### config.mk
export PLATFORM = sky130hd
export DESIGN_NAME = yutorina_bus_if
export DESIGN_NICKNAME = d
export VERILOG_FILES = /design/src/rtl/yutorina_bus_if_pkg.sv /design/src/rtl/yutorina_bus_if.sv
export SDC_FILE = /design/constraint.sdc
export NUM_CORES = 1
export LEC_CHECK = 0
export BUFFER_PORTS_ARGS = -buffer_cell sky130_fd_sc_hd__buf_2
export CORE_AREA = 2 2 109 111
export CTS_CLUSTER_SIZE = 16
export DETAILED_ROUTE_END_ITERATION = 10
export DIE_AREA = 0 0 111 113
export PLACE_DENSITY = 0.86
export SYNTH_ARGS = -nofsm -noshare
export SYNTH_HDL_FRONTEND = slang
export SYNTH_SLANG_ARGS = --single-unit
### constraint.sdc
create_clock -name clk -period 5 [get_ports clk]
set_input_delay 0.75 -clock clk [delete_from_list [all_inputs] [get_ports clk]]
set_output_delay 0.75 -clock clk [all_outputs]
set_load 0.02 [all_outputs]
### src/rtl/yutorina_bus_if_pkg.sv
// Shared definitions for the yutorina memory-access front end: FSM state codes,
// read/write encoding and the slave index that selects the scratch-pad memory.
package yutorina_bus_if_pkg;

  localparam int          IDX_W   = 3;
  localparam logic [IDX_W-1:0] SPM_IDX = 3'h1;

  localparam logic READ  = 1'b1;
  localparam logic WRITE = 1'b0;

  typedef enum logic [2:0] {
    ST_IDLE   = 3'd0,
    ST_REQ    = 3'd1,
    ST_ACCESS = 3'd2,
    ST_WAIT   = 3'd3,
    ST_STALL  = 3'd4
  } bus_if_state_e;

  // Slave index field sits in the top IDX_W bits of the word address.
  function automatic logic [IDX_W-1:0] slave_idx(input logic [29:0] a);
    return a[29 -: IDX_W];
  endfunction

endpackage

### src/rtl/yutorina_bus_if.sv
// Per-stage memory front end: SPM hits complete combinationally, everything else
// goes out on the shared bus through a req/grant/strobe/ready handshake.
module yutorina_bus_if
  import yutorina_bus_if_pkg::*;
#(
  parameter int WORD_DATA_W = 32,
  parameter int WORD_ADDR_W = 30,
  parameter int SPM_ADDR_W  = 12
) (
  input  logic                   clk,
  input  logic                   rst,
  input  logic                   stall,
  input  logic                   flush,
  input  logic [WORD_ADDR_W-1:0] addr,
  input  logic                   as_,
  input  logic                   rw,
  input  logic [WORD_DATA_W-1:0] w_data,
  output logic [WORD_DATA_W-1:0] r_data,
  output logic                   busy,
  input  logic [WORD_DATA_W-1:0] spm_r_data,
  output logic [SPM_ADDR_W-1:0]  spm_addr,
  output logic                   spm_as_,
  output logic                   spm_rw,
  output logic [WORD_DATA_W-1:0] spm_w_data,
  input  logic [WORD_DATA_W-1:0] bus_r_data,
  input  logic                   bus_rdy_,
  input  logic                   bus_grnt_,
  output logic                   bus_req_,
  output logic [WORD_ADDR_W-1:0] bus_addr,
  output logic                   bus_as_,
  output logic                   bus_rw,
  output logic [WORD_DATA_W-1:0] bus_w_data
);

  bus_if_state_e           r_state;
  bus_if_state_e           w_next;
  logic                    r_bus_req_;
  logic                    r_bus_as_;
  logic                    r_bus_rw;
  logic [WORD_ADDR_W-1:0]  r_bus_addr;
  logic [WORD_DATA_W-1:0]  r_bus_w_data;
  logic [WORD_DATA_W-1:0]  r_rd_buf;
  logic                    w_valid;
  logic                    w_spm_hit;

  assign w_valid   = !as_ && !flush;
  assign w_spm_hit = (slave_idx(addr) == SPM_IDX);

  assign spm_addr   = addr[SPM_ADDR_W-1:0];
  assign spm_rw     = rw;
  assign spm_w_data = w_data;

  assign bus_req_   = r_bus_req_;
  assign bus_as_    = r_bus_as_;
  assign bus_rw     = r_bus_rw;
  assign bus_addr   = r_bus_addr;
  assign bus_w_data = r_bus_w_data;

  always_ff @(posedge clk or negedge rst) begin
    if (!rst) begin
      r_state      <= ST_IDLE;
      r_bus_req_   <= 1'b1;
      r_bus_as_    <= 1'b1;
      r_bus_rw     <= READ;
      r_bus_addr   <= '0;
      r_bus_w_data <= '0;
      r_rd_buf     <= '0;
    end else begin
      r_state <= w_next;
      case (r_state)
        ST_IDLE: begin
          if (w_next == ST_REQ) begin
            r_bus_req_   <= 1'b0;
            r_bus_addr   <= addr;
            r_bus_rw     <= rw;
            r_bus_w_data <= w_data;
          end
        end
        ST_REQ: begin
          if (!bus_grnt_) r_bus_as_ <= 1'b0;
        end
        ST_ACCESS: r_bus_as_ <= 1'b1;
        ST_WAIT: begin
          if (!bus_rdy_) begin
            r_bus_req_ <= 1'b1;
            if (r_bus_rw == READ) r_rd_buf <= bus_r_data;
          end
        end
        default: ;
      endcase
    end
  end

  always_comb begin
    w_next  = r_state;
    r_data  = '0;
    busy    = 1'b0;
    spm_as_ = 1'b1;
    case (r_state)
      ST_IDLE: begin
        if (w_valid) begin
          if (w_spm_hit) begin
            spm_as_ = 1'b0;
            r_data  = spm_r_data;
          end else begin
            busy   = 1'b1;
            w_next = ST_REQ;
          end
        end
      end
      ST_REQ: begin
        busy = 1'b1;
        if (!bus_grnt_) w_next = ST_ACCESS;
      end
      ST_ACCESS: begin
        busy   = 1'b1;
        w_next = ST_WAIT;
      end
      ST_WAIT: begin
        if (!bus_rdy_) begin
          r_data = (r_bus_rw == READ) ? bus_r_data : '0;
          w_next = stall ? ST_STALL : ST_IDLE;
        end else begin
          busy = 1'b1;
        end
      end
      ST_STALL: begin
        r_data = r_rd_buf;
        if (!stall) w_next = ST_IDLE;
      end
      default: w_next = ST_IDLE;
    endcase
    // Reset must quiet the stage-facing outputs even if the inputs request an SPM access.
    if (!rst) begin
      busy    = 1'b0;
      spm_as_ = 1'b1;
      r_data  = '0;
    end
  end

endmodule

==> metrics.md <==
| Metric | Value |
|---|---|
| Final setup fails | 0 |
| Critical path type | flop to output port |
| Post-CTS sizing | 0 |
| Period utilization | 0.6555 |
| Ys flop type | dfrtp_1 |
| Slew margin rel. | 0.1101 |
| Synth Area in Compound Gates | 0.09818 |
| TritonCTS Buffers | 9 |
| 1st-pass router iterations | 4 |
| Detail Route Antenna Nets | 0 |
| Post-synthesis sequential area ratio | 0.5004 |
| GPL Wtd Cong | roughly 0.84 |
| Clock Pin Slew Worst Setup and Hold Paths | 0.07 ns |
| Achievable Freq | 305.1 MHz |
| Pleak | 3.064 nW |
| Tightest Pin Transition | 1.332 ns |
| Async SR Flop Fraction | 1.000 |
| Clk buf depth | 2 |
| Clk sinks | 100 |
| Synth area leaders | dfrtp_1 48%, mux2_2 21%, buf_4 6.7%, nand4b_1 5.8%, a32oi_1 5.6% |
| Minimum clock period | roughly 3.3 ns |
| Yosys top cell by area | dfrtp_1 |
| Die Area | 12540 um2 |
| CP required | 4.25 ns |
| Cells after Synth | about 400 |
| Num ports | 278 |
| Pwr Total | between 3 and 4 mW |
| Count of final max-slew check failures | 0 |
| Number of diodes | 0 |
| Mean Syn Cell Area | 12.62 um2 |
| Worst VDD drop | approximately 360 uV |
| Critical Path Sink Type | output port |
| Initial antenna violation count | 1 |
| Fin util | 0.5714 |
| Vias in the first global route | around 4300 |
| Core area | ~11000 um2 |
| Most common cell in the netlist | dfrtp_1 |
| Worst-skew pair later-pin latency | 0.34 ns |
| RSZ-0062 raised after global routing | no |
| Critical Path Source Type | flop |
| Mux cell area share after synthesis | 0.2136 |
| R2R Path End | r_rd_buf[17] |
| Final wirelength | 13.55 mm |
| Post-CTS Setup Inserts | 0 |
| Power per cell area | 570.9 nW/um2 |
| Hold_buf cts | 0 |
| Post-Synth XOR/XNOR Area | 0 |
| Initial Util | 0.4443 |
| Die Wd | 111 um |
| Top cell type's share of synthesized area | 0.4846 |
| R2R cell count | 4 |
| Fin Hold WS | roughly 0.41 ns |
| Vias per inst | 5.431 |
| Wire length per cell | 17.85 um |
| First-pass GRT wire length | 22.00 mm |
| Worst Clk Skew | 0.01393 ns |
| Status | finished, final reports clean |
| Adder-Cell Fraction of Synth Area | 0 |
| Netlist cell types | 28 |
| Largest net degree at the start of global routing | 62 |
| Post-synth EDFFs | 0 |
| Setup TNS | 0 ns |
| Via count | 4122 |
| Post-route DRC violation count | 0 |
| Simple-gate portion of the synthesized area | 0.08144 |
| Largest family of logic cells by synthesized area | multiplexers |
| Estimated wirelength of the detail-placed design | 10.09 mm |
| Mapped Area | 5009 um2 |
| Total GRT Usage | 0.2180 |
| Row cnt | 39 |
| Syn Nets | 531 |
| Path type of the worst min-delay path | input port to asynchronous set/reset pin |
| Flop-to-flop setup slack | between 2 and 2.5 ns |
| Root Driver | clkbuf_16 |
| Maximum capacitance violations | 0 |
| Die Y | between 100 and 150 um |
| Post-synth top cells | 97 x dfrtp_1, 95 x mux2_2, 45 x buf_4 |
| Yosys reg bits | 100 |
| Crit-path max FO | 35 |
| # port buffers | between 200 and 300 |
| Grt ovf | 0 |
| Final Hold Viols | 0 |
| Data arrival, critical path | 2.53 ns |
| H-Tree Depth | 3 |
| CTS tree | yes |
| Fin nets | 745 |
| DRT iter0 DRCs | just under 200 |
| Share of cells above drive strength 1 | 0.6526 |
| Area delta synth->final | 28.60% |
| Yosys warns | 0 |
| Worst reg2reg path startpoint | r_state[1] |
worst max path at each step:
stage | start | endpoint | slack (ns) | depth (start not counted)
final | r_state[2] | busy | 1.72 | 5
after global routing | r_state[2] | busy | 1.53 | 5
after CTS | r_state[2] | busy | 1.68 | 5
after detailed placement | flush | busy | 1.86 | 6
after global placement | flush | busy | 1.86 | 6
after floorplan | flush | busy | 2.09 | 4
flip-flops by register name, summed over array words and instances (netlist names):
name and flops:
bus_w_data 32, r_rd_buf 32, bus_addr 30, r_state 3, bus_as_ 1, bus_req_ 1
bus_rw 1
layout by cell type, fill, tap and decap left out, types with 2 or more instances in the layout:
cell type,synthesis,layout
a21oi_1,33,33
inv_1,3,3
nor3b_4,1,2
buf_4,45,7
a32oi_1,32,32
buf_2,6,276
mux2_2,95,95
clkbuf_8,0,2
nand4b_1,33,33
inv_6,0,2
dfstp_2,3,3
dfrtp_1,97,97
nor2_1,4,4
clkbuf_16,0,9
o21ai_0,2,2
through the flow:
| stage | setup slack [ns] | instances | instance area, um2 |
|---|---|---|---|
| 3_3_place_gp | 1.858 | 743 | 6130 |
| 6_report | 1.723 | 759 | 6441 |
| 4_1_cts | 1.678 | 759 | 6441 |
| 3_5_place_dp | 1.859 | 743 | 6130 |
| 2_1_floorplan | 2.091 | 397 | 5009 |
| 5_1_grt | 1.533 | 759 | 6441 |
per-layer routing:
layer  share of wire  global-route usage
met2            0.52              0.3918
met4           0.023             0.09333
met3           0.062             0.03482
met5         0.00096                   0
met1            0.39              0.2606
where the power goes:
group,switching (mW),internal (mW)
registers,0.270,1.22
logic,0.831,0.635
clock network,0.302,0.419
worst max-delay path, cell delays in order, from the launching register on:
cell      delay [ns]
dfrtp_1         0.50
nor4_4          0.30
buf_4           0.38
or3b_1          0.49
a311oi_1        0.30
buf_2           0.21
kinds of logic (layout without fill, tap and decap cells):
| group | after synthesis | in the layout |
|---|---|---|
| DFF | 100 | 100 |
| AOI/OAI and AO/OA | 72 | 72 |
| muxes | 95 | 95 |
| buffers and inverters | 83 | 302 |
| and+or+nand+nor | 47 | 47 |
final cells by class:
class | count | area (um2)
Fill cell | 927 | 4831
Multi-Input combinational cell | 214 | 1999
Clock inverter | 4 | 55.05
Inverter | 3 | 11.26
Tap cell | 143 | 178.9
Sequential cell | 100 | 2506
Timing Repair Buffer | 283 | 1434
Clock buffer | 12 | 256.5
(Power assumes the default switching activity.)
